$ cat src/rtl/counter_hex_display.sv
// Prescaled up/down counter with wrap/saturate modes, terminal-count pulse and
// a registered seven-segment readout (binary bits or hex nibbles, active-low).
module counter_hex_display #(
  parameter int WIDTH    = 6,
  parameter int DIGITS   = 6,
  parameter int PRESCALE = 50_000_000
) (
  input  logic                  clk,
  input  logic                  reset,
  input  logic                  en,
  input  logic                  up,
  input  logic                  wrap_en,
  input  logic                  load,
  input  logic [WIDTH-1:0]      load_val,
  input  logic                  disp_hex,
  output logic [WIDTH-1:0]      q,
  output logic                  tc,
  output logic [7*DIGITS-1:0]   seg
);

  localparam int              PW       = (PRESCALE > 1) ? $clog2(PRESCALE) : 1;
  localparam int              NHEX     = (WIDTH + 3) / 4;
  localparam logic [WIDTH-1:0] MAXV    = '1;
  localparam logic [PW-1:0]   PRE_LAST = PW'(PRESCALE - 1);

  logic [PW-1:0]       r_pre;
  logic [WIDTH-1:0]    r_q;
  logic                r_tc;
  logic [7*DIGITS-1:0] r_seg;

  logic                w_tick;
  logic                w_at_bound;
  logic [WIDTH-1:0]    w_q_next;
  logic [31:0]         w_qpad;
  logic [7*DIGITS-1:0] w_seg;

  function automatic logic [6:0] hex_glyph(input logic [3:0] n);
    case (n)
      4'h0: hex_glyph = 7'h40;
      4'h1: hex_glyph = 7'h79;
      4'h2: hex_glyph = 7'h24;
      4'h3: hex_glyph = 7'h30;
      4'h4: hex_glyph = 7'h19;
      4'h5: hex_glyph = 7'h12;
      4'h6: hex_glyph = 7'h02;
      4'h7: hex_glyph = 7'h78;
      4'h8: hex_glyph = 7'h00;
      4'h9: hex_glyph = 7'h10;
      4'hA: hex_glyph = 7'h08;
      4'hB: hex_glyph = 7'h03;
      4'hC: hex_glyph = 7'h46;
      4'hD: hex_glyph = 7'h21;
      4'hE: hex_glyph = 7'h06;
      default: hex_glyph = 7'h0E;
    endcase
  endfunction

  // With PRESCALE=1 r_pre is pinned at 0, so every cycle is a tick.
  assign w_tick     = (r_pre == PRE_LAST);
  assign w_at_bound = up ? (r_q == MAXV) : (r_q == '0);
  assign w_qpad     = {{(32-WIDTH){1'b0}}, r_q};

  always_comb begin
    w_q_next = r_q;
    if (w_at_bound) begin
      if (wrap_en) w_q_next = up ? '0 : MAXV;
    end else begin
      w_q_next = up ? r_q + 1'b1 : r_q - 1'b1;
    end
  end

  // Zero-padded copy of q lets out-of-range digits index safely.
  always_comb begin
    w_seg = '1;
    for (int i = 0; i < DIGITS; i++) begin
      if (disp_hex) begin
        if (i < NHEX) w_seg[7*i +: 7] = hex_glyph(w_qpad[4*i +: 4]);
      end else if (i < WIDTH) begin
        w_seg[7*i +: 7] = w_qpad[i] ? 7'h79 : 7'h40;
      end
    end
  end

  always_ff @(posedge clk or posedge reset) begin
    if (reset) begin
      r_pre <= '0;
      r_q   <= '0;
      r_tc  <= 1'b0;
      r_seg <= '1;
    end else begin
      r_seg <= w_seg;
      r_tc  <= 1'b0;
      if (load) begin
        r_q   <= load_val;
        r_pre <= '0;
      end else begin
        r_pre <= w_tick ? '0 : r_pre + 1'b1;
        if (w_tick && en) begin
          r_q  <= w_q_next;
          r_tc <= w_at_bound;
        end
      end
    end
  end

  assign q   = r_q;
  assign tc  = r_tc;
  assign seg = r_seg;

endmodule

$ cat config.mk
export PLATFORM = sky130hd
export DESIGN_NAME = counter_hex_display
export DESIGN_NICKNAME = d
export VERILOG_FILES = /design/src/rtl/counter_hex_display.sv
export SDC_FILE = /design/constraint.sdc
export NUM_CORES = 1
export LEC_CHECK = 0
export ABC_CLOCK_PERIOD_IN_PS = 3100
export BUFFER_PORTS_ARGS = -buffer_cell sky130_fd_sc_hd__buf_2
export CORE_UTILIZATION = 49
export CTS_BUF_LIST = sky130_fd_sc_hd__clkbuf_4 sky130_fd_sc_hd__clkbuf_8
export DETAILED_ROUTE_END_ITERATION = 12
export HOLD_SLACK_MARGIN = 0.02
export MAX_ROUTING_LAYER = met4
export PLACE_DENSITY = 0.79
export SLEW_MARGIN = 5
export SYNTH_ARGS = -nofsm -noshare
export SYNTH_HDL_FRONTEND = slang
export SYNTH_SLANG_ARGS = --single-unit
$ cat constraint.sdc
create_clock -name clk -period 3.1 [get_ports clk]
set_input_delay 0.62 -clock clk [delete_from_list [all_inputs] [get_ports clk]]
set_output_delay 0.62 -clock clk [all_outputs]
set_load 0.01 [all_outputs]
==> results of run 1 <==
[power groups by stage]
stage | clock, mW | sequential (mW) | combinational, mW
4_1_cts | 0.547 | 0.750 | 0.229
5_1_grt | 0.575 | 0.757 | 0.259
6_report | 0.540 | 0.750 | 0.226
2_1_floorplan | 0 | 0.766 | 0.172
3_3_place_gp | 0 | 0.760 | 0.224
3_5_place_dp | 0 | 0.763 | 0.228
[placed cells by master, fill, tap and decap left out, drive strengths merged, types with 6 or more instances in the layout]
cell type,netlist,layout
dfstp,18,18
nor2,40,40
ha,11,11
buf,29,57
nand3,14,14
inv,9,10
xor2,17,17
and3,8,8
nor4b,6,6
dfrtp,33,33
a211oi,8,8
xnor2,9,9
a21oi,6,6
nand4,10,10
o21ai,9,9
nor3,8,8
nand2,20,20
[worst max-delay path, delay by kind of cell (launching register included)]
kind / cells / cell delay [ns]
DFF: 1 / 0.52
and+or+nand+nor: 3 / 0.68
adders and majority gates: 1 / 0.22
AOI/OAI and AO/OA: 2 / 0.51
buffers and inverters: 1 / 0.23
[how the worst max path moves through the flow]
stage | from | to | depth (start not counted)
2_1_floorplan | q[0] | q[0] | 8
3_3_place_gp | up | q[5] | 8
3_5_place_dp | up | q[5] | 8
4_1_cts | q[0] | q[0] | 7
5_1_grt | q[0] | q[0] | 7
6_report | q[0] | q[0] | 7
[per-layer routing]
metal / up-vias / global-route usage [%] / part of all wire, %
met3: 5 / 3.409 / 4.7
li1: 1068 / - / -
met4: 0 / 5.357 / 0.98
met1: 1065 / 24.08 / 46
met5: - / - / 0
met2: 70 / 30.68 / 49
[per-stage QoR]
stage / hold WS, ns / std cells / setup WS [ns]
after floorplan: 0.4713 / 305 / 1.097
after global placement: 0.5137 / 401 / 0.8891
after detailed placement: 0.5123 / 401 / 0.8112
after CTS: 0.4842 / 409 / 0.8220
after global routing: 0.4800 / 409 / 0.6197
final: 0.4915 / 409 / 0.8225
[cells by family (layout without fill, tap and decap cells)]
| logic type | Yosys count | count (layout) | synth area share, % |
|---|---|---|---|
| xor+xnor | 26 | 26 | 7.615 |
| compound gates | 33 | 33 | 7.573 |
| flops | 51 | 51 | 43.43 |
| other cells | 2 | 5 | 0.2511 |
| mux | 7 | 7 | 2.887 |
| simple gates | 126 | 126 | 23.56 |
| fa+ha+maj | 12 | 12 | 5.272 |
| buf+inv | 45 | 74 | 9.414 |
[area by class of cell]
class / instances / share of cell area [%]
Clock inverter: 3 / 2.029
Timing Repair Buffer: 57 / 8.729
Tap cell: 75 / 2.871
Clock buffer: 5 / 2.106
Multi-Input combinational cell: 209 / 43.49
Sequential cell: 51 / 39.74
Inverter: 9 / 1.034
[sequential cells by signal (all words and copies together) (netlist names)]
| signal | flops |
|---|---|
| tc | 1 |
| seg | 18 |
| r_pre | 26 |
| q | 6 |
==> run metrics, run 1 <==
status completed; largest net degree at the start of global routing 52; Clock Path Buffers 2; async set-or-reset flop fraction in the synthesized netlist 100.0%; Slowest-stage cell, CP dfrtp_1; internal power 1.133 mW; worst hold endpoint seg[37]; later-pin clock latency in the skew report 0.30 ns; CTS Root Cell clkbuf_8; WL per Instance 13.18 µm; hold_sp disp_hex; critical path peak fanout 11; crit-path max cell delay 0.52 ns; Hold-fix buffers, CTS 0; Area contributors post-synth dfrtp_1 (28%), dfstp_2 (16%), buf_4 (7.0%), xor2_1 (5.0%), nor2_1 (4.9%); first-pass GRT wire length 9.121 mm; Arr. time, crit path 2.47 ns; die height 80.12 µm; final wirelength 5.390 mm; Combinational Power Share 14.9%; vias in the first global route 1959; Max Cap Viol 0; Layout Nets 358; top-area cell type share of the netlist area 27.62%; count of input and output buffers 57; Reg clk slew, reported paths 0.09 ns; Multi-input gate area 0.001421 mm²; gr ovfl total 0; post-cts repair resize count 0; Hold Violations, Final 0; syn avg cell area 9.902 µm²; initial antenna violation count 0; clock sink count 51; clock skew 0.004321 ns; IO Pins 62; leading area contributor after synthesis dfrtp_1; EDFF count, synth 0; Top FF cell, synth dfrtp_1; Initial Util 50.51%; FMAX 0.4391 GHz; reg2reg setup slack 0.82 ns; Net Sw Frac 25.34%; via count 2208; Pwr Total 1.517 mW; crit path capture type flip-flop; post-CTS setup buffer count 0; Hold Path Cell Cnt 1; CTS H-tree depth 2; DP Area 0.003133 mm²; Leakage 1.497 nW; Post-Syn Area 0.002990 mm²; post-layout util 55.20%; Max-slew headroom 34.39%; Final Instance Area 0.003268 mm²; Final TNS setup 0 ns; crit-path cells inv_1 -> ha_1 -> nor4b_1 -> nand2_1 -> a21o_1 -> and4b_1 -> a211o_1; Final min period 2.277 ns; drt first pass iters 4; PwrDens 464.1 mW/mm²; ANT nets after route 0; register area share after synthesis 43.43%; RD Place Congestion 0.8333; r2r endpoint q[0]; core area 0.005921 mm²; die area 0.006419 mm²; Synth Instances 302; filler instances 528; switching power 384.3 µW; Vias/cell 5.399; Reg area 0.001299 mm²; critical path required time 3.29 ns; n_diodes 0; setup violators final 0; Tcrit/Tclk final 73.47%; Post-DP HPWL 3.880 mm; RSZ-0062 raised after global routing false; initial DRC count 181; HP Class in2reg; clock network power share 35.6%; distinct cell type count after synthesis 45; sequential share of power 49.4%; Worst R2R Start q[0]; Rows 28; Max rail drop VDD 0.0003214 V; Final Slew Violations 0; CTS tree yes; area grow syn2layout 9.289%; DIE WIDTH 80.12 µm; Synthesis Warnings 0; Synth top cells by count nor2_1 (39), dfrtp_1 (33), buf_4 (28); Worst R2R Path Depth 7; most common cell in the synthesized netlist nor2_1; CTS buffer count 5; # DRC 0; WS Path Type reg2reg; startpoint types flip-flop; slew of the pin with the lowest slew margin 0.9827 ns; share of cells above drive strength 1 29.94%; Total GRT Usage 18.81%; Yosys reg bits 51
No activity file was read; power rests on OpenSTA's default activity.
==> inputs of run 2 (changes only) <==
Settings changed: ABC_CLOCK_PERIOD_IN_PS 3100 to 2300.
Clock period 3.1 ns to 2.3 ns, I/O delays scaled along.
==> run 2 against run 1 <==
Register-to-register slack worse by 0.62 ns. Total power is 30% higher. Sequential cell count stayed put. Via count is 0.18% lower. Non-clock buffer count is 7 higher. Critical path type unchanged. Clock skew hardly changed. Worst hold slack worse by 0.16 ns. Largest power group unchanged. Fmax is 8.7% higher. Highest routed layer unchanged. Cell area is 1.5% higher. Sequential power is 33% higher. Utilization is 0.82 points higher. Clock power is 17% higher. Largest cell class unchanged.
==> run metrics, run 2 (synthesized netlist as in run 1, its figures left out) <==
Layout Nets 365; Reg clk slew, reported paths 0.08 ns; Net Sw Frac 25.89%; die height 80.12 µm; via count 2204; Worst R2R Start q[0]; initial antenna violation count 0; Initial Util 50.51%; DP Cell Count 408; PwrDens 592.7 mW/mm²; critical path required time 2.49 ns; die area 0.006419 mm²; critical path's top delay family simple AND/OR/NAND/NOR gates; Max Cap Viol 0; Most flops, register r_pre; final wirelength 5.510 mm; WL per Instance 13.25 µm; Final min period 2.095 ns; clock network power share 32.0%; drt first pass iters 4; CTS buffer count 5; crit-path cells inv_1 -> ha_1 -> nor4b_1 -> nand2_1 -> a21o_1 -> and4b_1 -> a211o_1; DP Area 0.003198 mm²; switching power 509.0 µW; Final Slew Violations 0; Vias/cell 5.298; post-CTS setup buffer count 0; hold_sp disp_hex; r2r endpoint q[0]; Hold-fix buffers, CTS 0; Levels on crit path 7; critical path peak fanout 10; Rows 28; area grow syn2layout 10.92%; startpoint types flip-flop; RD Place Congestion 0.9036; most frequent cells in the layout buf_2 (57), nor2_1 (39), dfrtp_1 (32); IO Pins 62; CTS H-tree depth 2; Reg area 0.001300 mm²; Hold Path Cell Cnt 1; n_diodes 0; max FFs per register 26; Buf+Inv Stages, Crit Path 1; Hold Slack 0.3313 ns; sequential share of power 50.7%; Tcrit/Tclk final 91.09%; worst hold endpoint seg[37]; share of cells above drive strength 1 31.67%; crit path capture type flip-flop; # DRC 0; Multi-input gate area 0.001421 mm²; largest net degree at the start of global routing 21; core area 0.005921 mm²; gr ovfl total 0; Finished Layout Cells 416; CTS Root Cell clkbuf_8; crit-path max cell delay 0.43 ns; DIE WIDTH 80.12 µm; Slowest-stage cell, CP dfrtp_1; count of input and output buffers 57; Pwr Total 1.966 mW; later-pin clock latency in the skew report 0.30 ns; ANT nets after route 0; clock sink count 51; commonest non-fill, non-tap cell in the layout buf_2; setup violators final 0; post-cts repair resize count 0; first-pass GRT wire length 9.390 mm; filler instances 520; clock skew 0.003855 ns; Combinational Power Share 17.2%; Post-DP HPWL 4.160 mm; Leakage 1.528 nW; reg2reg setup slack 0.20 ns; Final TNS setup 0 ns; WS Path Type reg2reg; CTS tree yes; RSZ-0062 raised after global routing false; Hold Violations, Final 0; Worst R2R Path Depth 7; Total GRT Usage 19.11%; vias in the first global route 2069; Clock Path Buffers 2; internal power 1.457 mW; Arr. time, crit path 2.28 ns; HP Class in2reg; Max rail drop VDD 0.0002857 V; FMAX 0.4773 GHz; Final Instance Area 0.003317 mm²; status completed; initial DRC count 117
[run 2: changes by cell type in the layout (fill, tap and decap cells not counted)]
cell,delta
clkbuf_8,+1
dfrtp_2,+1
clkinv_2,+1
buf_4,+6
buf_12,+1
bufinv_16,-1
dfrtp_1,-1
inv_4,-1
[run 2: worst max-delay path by stage]
stage,startpoint,end,slack [ns]
2_1_floorplan,q[0],q[0],0.30
3_3_place_gp,up,q[5],0.25
3_5_place_dp,q[1],q[0],0.19
4_1_cts,q[1],q[0],0.17
5_1_grt,q[0],q[4],0.03
6_report,q[0],q[0],0.20
[run 2: through the flow]
stage                     setup slack, ns  util (%)
after floorplan                    0.2974         -
after global placement             0.2520     54.02
after detailed placement           0.1887     54.02
after CTS                          0.1722     56.00
after global routing              0.02643     56.02
final                              0.2049     56.02
[run 2: layout make-up]
class	instances	share of cell area (%)
Multi-Input combinational cell	209	42.85
Sequential cell	51	39.19
Timing Repair Buffer	64	10.56
Tap cell	75	2.829
Clock buffer	6	2.490
Clock inverter	2	1.056
Inverter	9	1.018
[run 2: power groups by stage]
| stage | registers, mW | clock network (mW) | logic [mW] |
|---|---|---|---|
| finish | 0.997 | 0.630 | 0.339 |
| global route | 1.01 | 0.679 | 0.380 |
| CTS | 0.998 | 0.646 | 0.341 |
| detailed placement | 1.01 | 0 | 0.340 |
| global placement | 1.01 | 0 | 0.330 |
| floorplan | 1.03 | 0 | 0.232 |
[run 2: routing by layer]
metal  track usage, %  part of all wire [%]  wire length (µm)  vias up
met1            23.57                    46              2550     1052
met3            2.727                   3.2               178        4
met5                -                     0                 0        -
met4            4.286                  0.73                40        0
li1                 -                     -                 -     1081
met2            33.33                    50              2742       67
==> inputs of run 3 (changes only) <==
Settings changed: ABC_AREA from default to 1, ABC_CLOCK_PERIOD_IN_PS 2300 to 2250, PLACE_DENSITY 0.79 to 0.78.
Clock period 2.3 ns to 2.25 ns, I/O delays scaled along.
==> run 3 against run 2 <==
Die area grew 5.2%. Synthesized cell count grew 37%. Cell count grew 27%. Sequential cell count is the same. Critical endpoint is now q[4]. Largest cell class unchanged.
==> run metrics, run 3 <==
status completed; Initial Util 51.96%; Leakage 1.681 nW; switching power 712.4 µW; Top FF cell, synth dfrtp_1; Hold-fix buffers, CTS 0; post-layout util 56.92%; crit path capture type flip-flop; Layout Nets 479; Combinational Power Share 23.5%; Final TNS setup 0 ns; Max rail drop VDD 0.0003703 V; syn avg cell area 7.589 µm²; # DRC 0; clock network power share 25.6%; ANT nets after route 0; EDFF count, synth 0; Synth Instances 415; sequential share of power 50.8%; Reg clk slew, reported paths 0.10 ns; Most flops, register r_pre; RSZ-0062 raised after global routing false; clock skew 0.01085 ns; Max Cap Viol 0; Synth top cells by count nand2_1 (98), nor2_1 (64), inv_1 (44); vias in the first global route 2333; area grow syn2layout 9.535%; Net Sw Frac 32.96%; Total GRT Usage 22.26%; most common cell in the synthesized netlist nand2_1; post-cts repair resize count 0; Synthesis Warnings 0; post-CTS setup buffer count 0; CTS Root Cell clkbuf_8; critical path required time 2.44 ns; most frequent cells in the layout nand2_1 (98), nor2_1 (64), buf_2 (57); Hold Violations, Final 0; WL per Instance 12.62 µm; n_diodes 0; FMAX 0.5244 GHz; initial antenna violation count 0; leading area contributor after synthesis dfrtp_1; die height 82.17 µm; WS Path Type reg2reg; share of cells above drive strength 1 21.76%; Vias/cell 5.226; via count 2770; CTS tree yes; Final Slew Violations 0; distinct cell type count after synthesis 36; core area 0.006061 mm²; drt first pass iters 5; later-pin clock latency in the skew report 0.31 ns; max FFs per register 26; Yosys reg bits 51; first-pass GRT wire length 10.98 mm; final wirelength 6.686 mm; RD Place Congestion 1.005; top-area cell type share of the netlist area 26.22%; CTS buffer count 5; Post-Syn Area 0.003149 mm²; Final min period 1.907 ns; PwrDens 626.5 mW/mm²; Area contributors post-synth dfrtp_1 (26%), dfstp_2 (15%), nand2_1 (12%), nor2_1 (7.6%), buf_4 (5.7%); die area 0.006752 mm²; internal power 1.449 mW; Arr. time, crit path 2.10 ns; pre-CTS setup slack 0.3576 ns; count of input and output buffers 57; setup violators final 0; Pwr Total 2.161 mW; initial DRC count 253; Post-DP HPWL 5.260 mm; DIE WIDTH 82.17 µm; gr ovfl total 0; Rows 28; IO Pins 62; CTS H-tree depth 2; largest net degree at the start of global routing 34; clock sink count 51; register area share after synthesis 41.24%; HP Class in2reg; Clock Path Buffers 2; async set-or-reset flop fraction in the synthesized netlist 100.0%; filler instances 558; final worst slack 0.3432 ns; Tcrit/Tclk final 84.75%; startpoint types flip-flop; critical path peak fanout 12; commonest non-fill, non-tap cell in the layout nand2_1
run 3: power groups by stage:
stage / logic [mW] / clock network [mW] / registers, mW
CTS: 0.508 / 0.563 / 1.10
detailed placement: 0.506 / 0 / 1.12
finish: 0.509 / 0.553 / 1.10
floorplan: 0.368 / 0 / 1.13
global route: 0.574 / 0.605 / 1.12
global placement: 0.496 / 0 / 1.11
run 3: cells by family (layout without fill, tap and decap cells):
group	Yosys count	count (layout)	share of synthesized area, %
AOI/OAI and AO/OA	39	39	7.430
xor gates and xnor gates	12	12	3.337
adders and majority gates	12	12	5.006
buffers and inverters	75	112	12.12
DFF	51	51	41.24
other	2	5	0.2385
and+or+nand+nor	224	224	30.63
run 3: final timing paths:
| check | start | end | slack (ns) | cells past startpoint |
|---|---|---|---|---|
| max | q[0] | q[4] | 0.34 | 8 |
| min | disp_hex | seg[37] | 0.29 | 1 |
| max reg2reg | q[0] | q[4] | 0.34 | 8 |
| min reg2reg | r_pre[0] | r_pre[0] | 0.52 | 1 |
| max in group asynchronous | reset | r_pre[21] | 1.64 | 3 |
| min in group asynchronous | reset | seg[19] | 0.40 | 2 |
run 3: area by class of cell:
type / count / area [µm²] / area share [%]
flip-flops and latches: 51 / 1299 / 37.65
clock inverters: 3 / 26.28 / 0.7617
multi-input cells: 292 / 1480 / 42.91
inverters: 45 / 168.9 / 4.897
repair buffers: 59 / 312.8 / 9.068
well taps: 75 / 93.84 / 2.720
clock buffers: 5 / 68.82 / 1.995
run 3: stage by stage:
| stage | cell area (µm²) | std cells | hold slack [ns] |
|---|---|---|---|
| 2_1_floorplan | 3161 | 418 | 0.4545 |
| 3_3_place_gp | 3354 | 522 | 0.4922 |
| 3_5_place_dp | 3354 | 522 | 0.5026 |
| 4_1_cts | 3450 | 530 | 0.2874 |
| 5_1_grt | 3450 | 530 | 0.2811 |
| 6_report | 3450 | 530 | 0.2935 |
run 3: per-layer routing:
| metal | GRT usage [%] | up-vias | part of all wire (%) |
|---|---|---|---|
| li1 | - | 1373 | - |
| met1 | 32.07 | 1247 | 46 |
| met2 | 32.31 | 138 | 44 |
| met3 | 2.967 | 12 | 8.2 |
| met4 | 7.193 | 0 | 1.6 |
| met5 | - | - | 0 |
run 3: worst max-delay path: stages (launching register included):
cell     delay, ns
dfrtp_1       0.57
inv_1         0.19
ha_1          0.27
nand4_1       0.13
nand2_1       0.10
nand2_1       0.07
nand2_1       0.24
nand2_1       0.17
o21ai_2       0.06
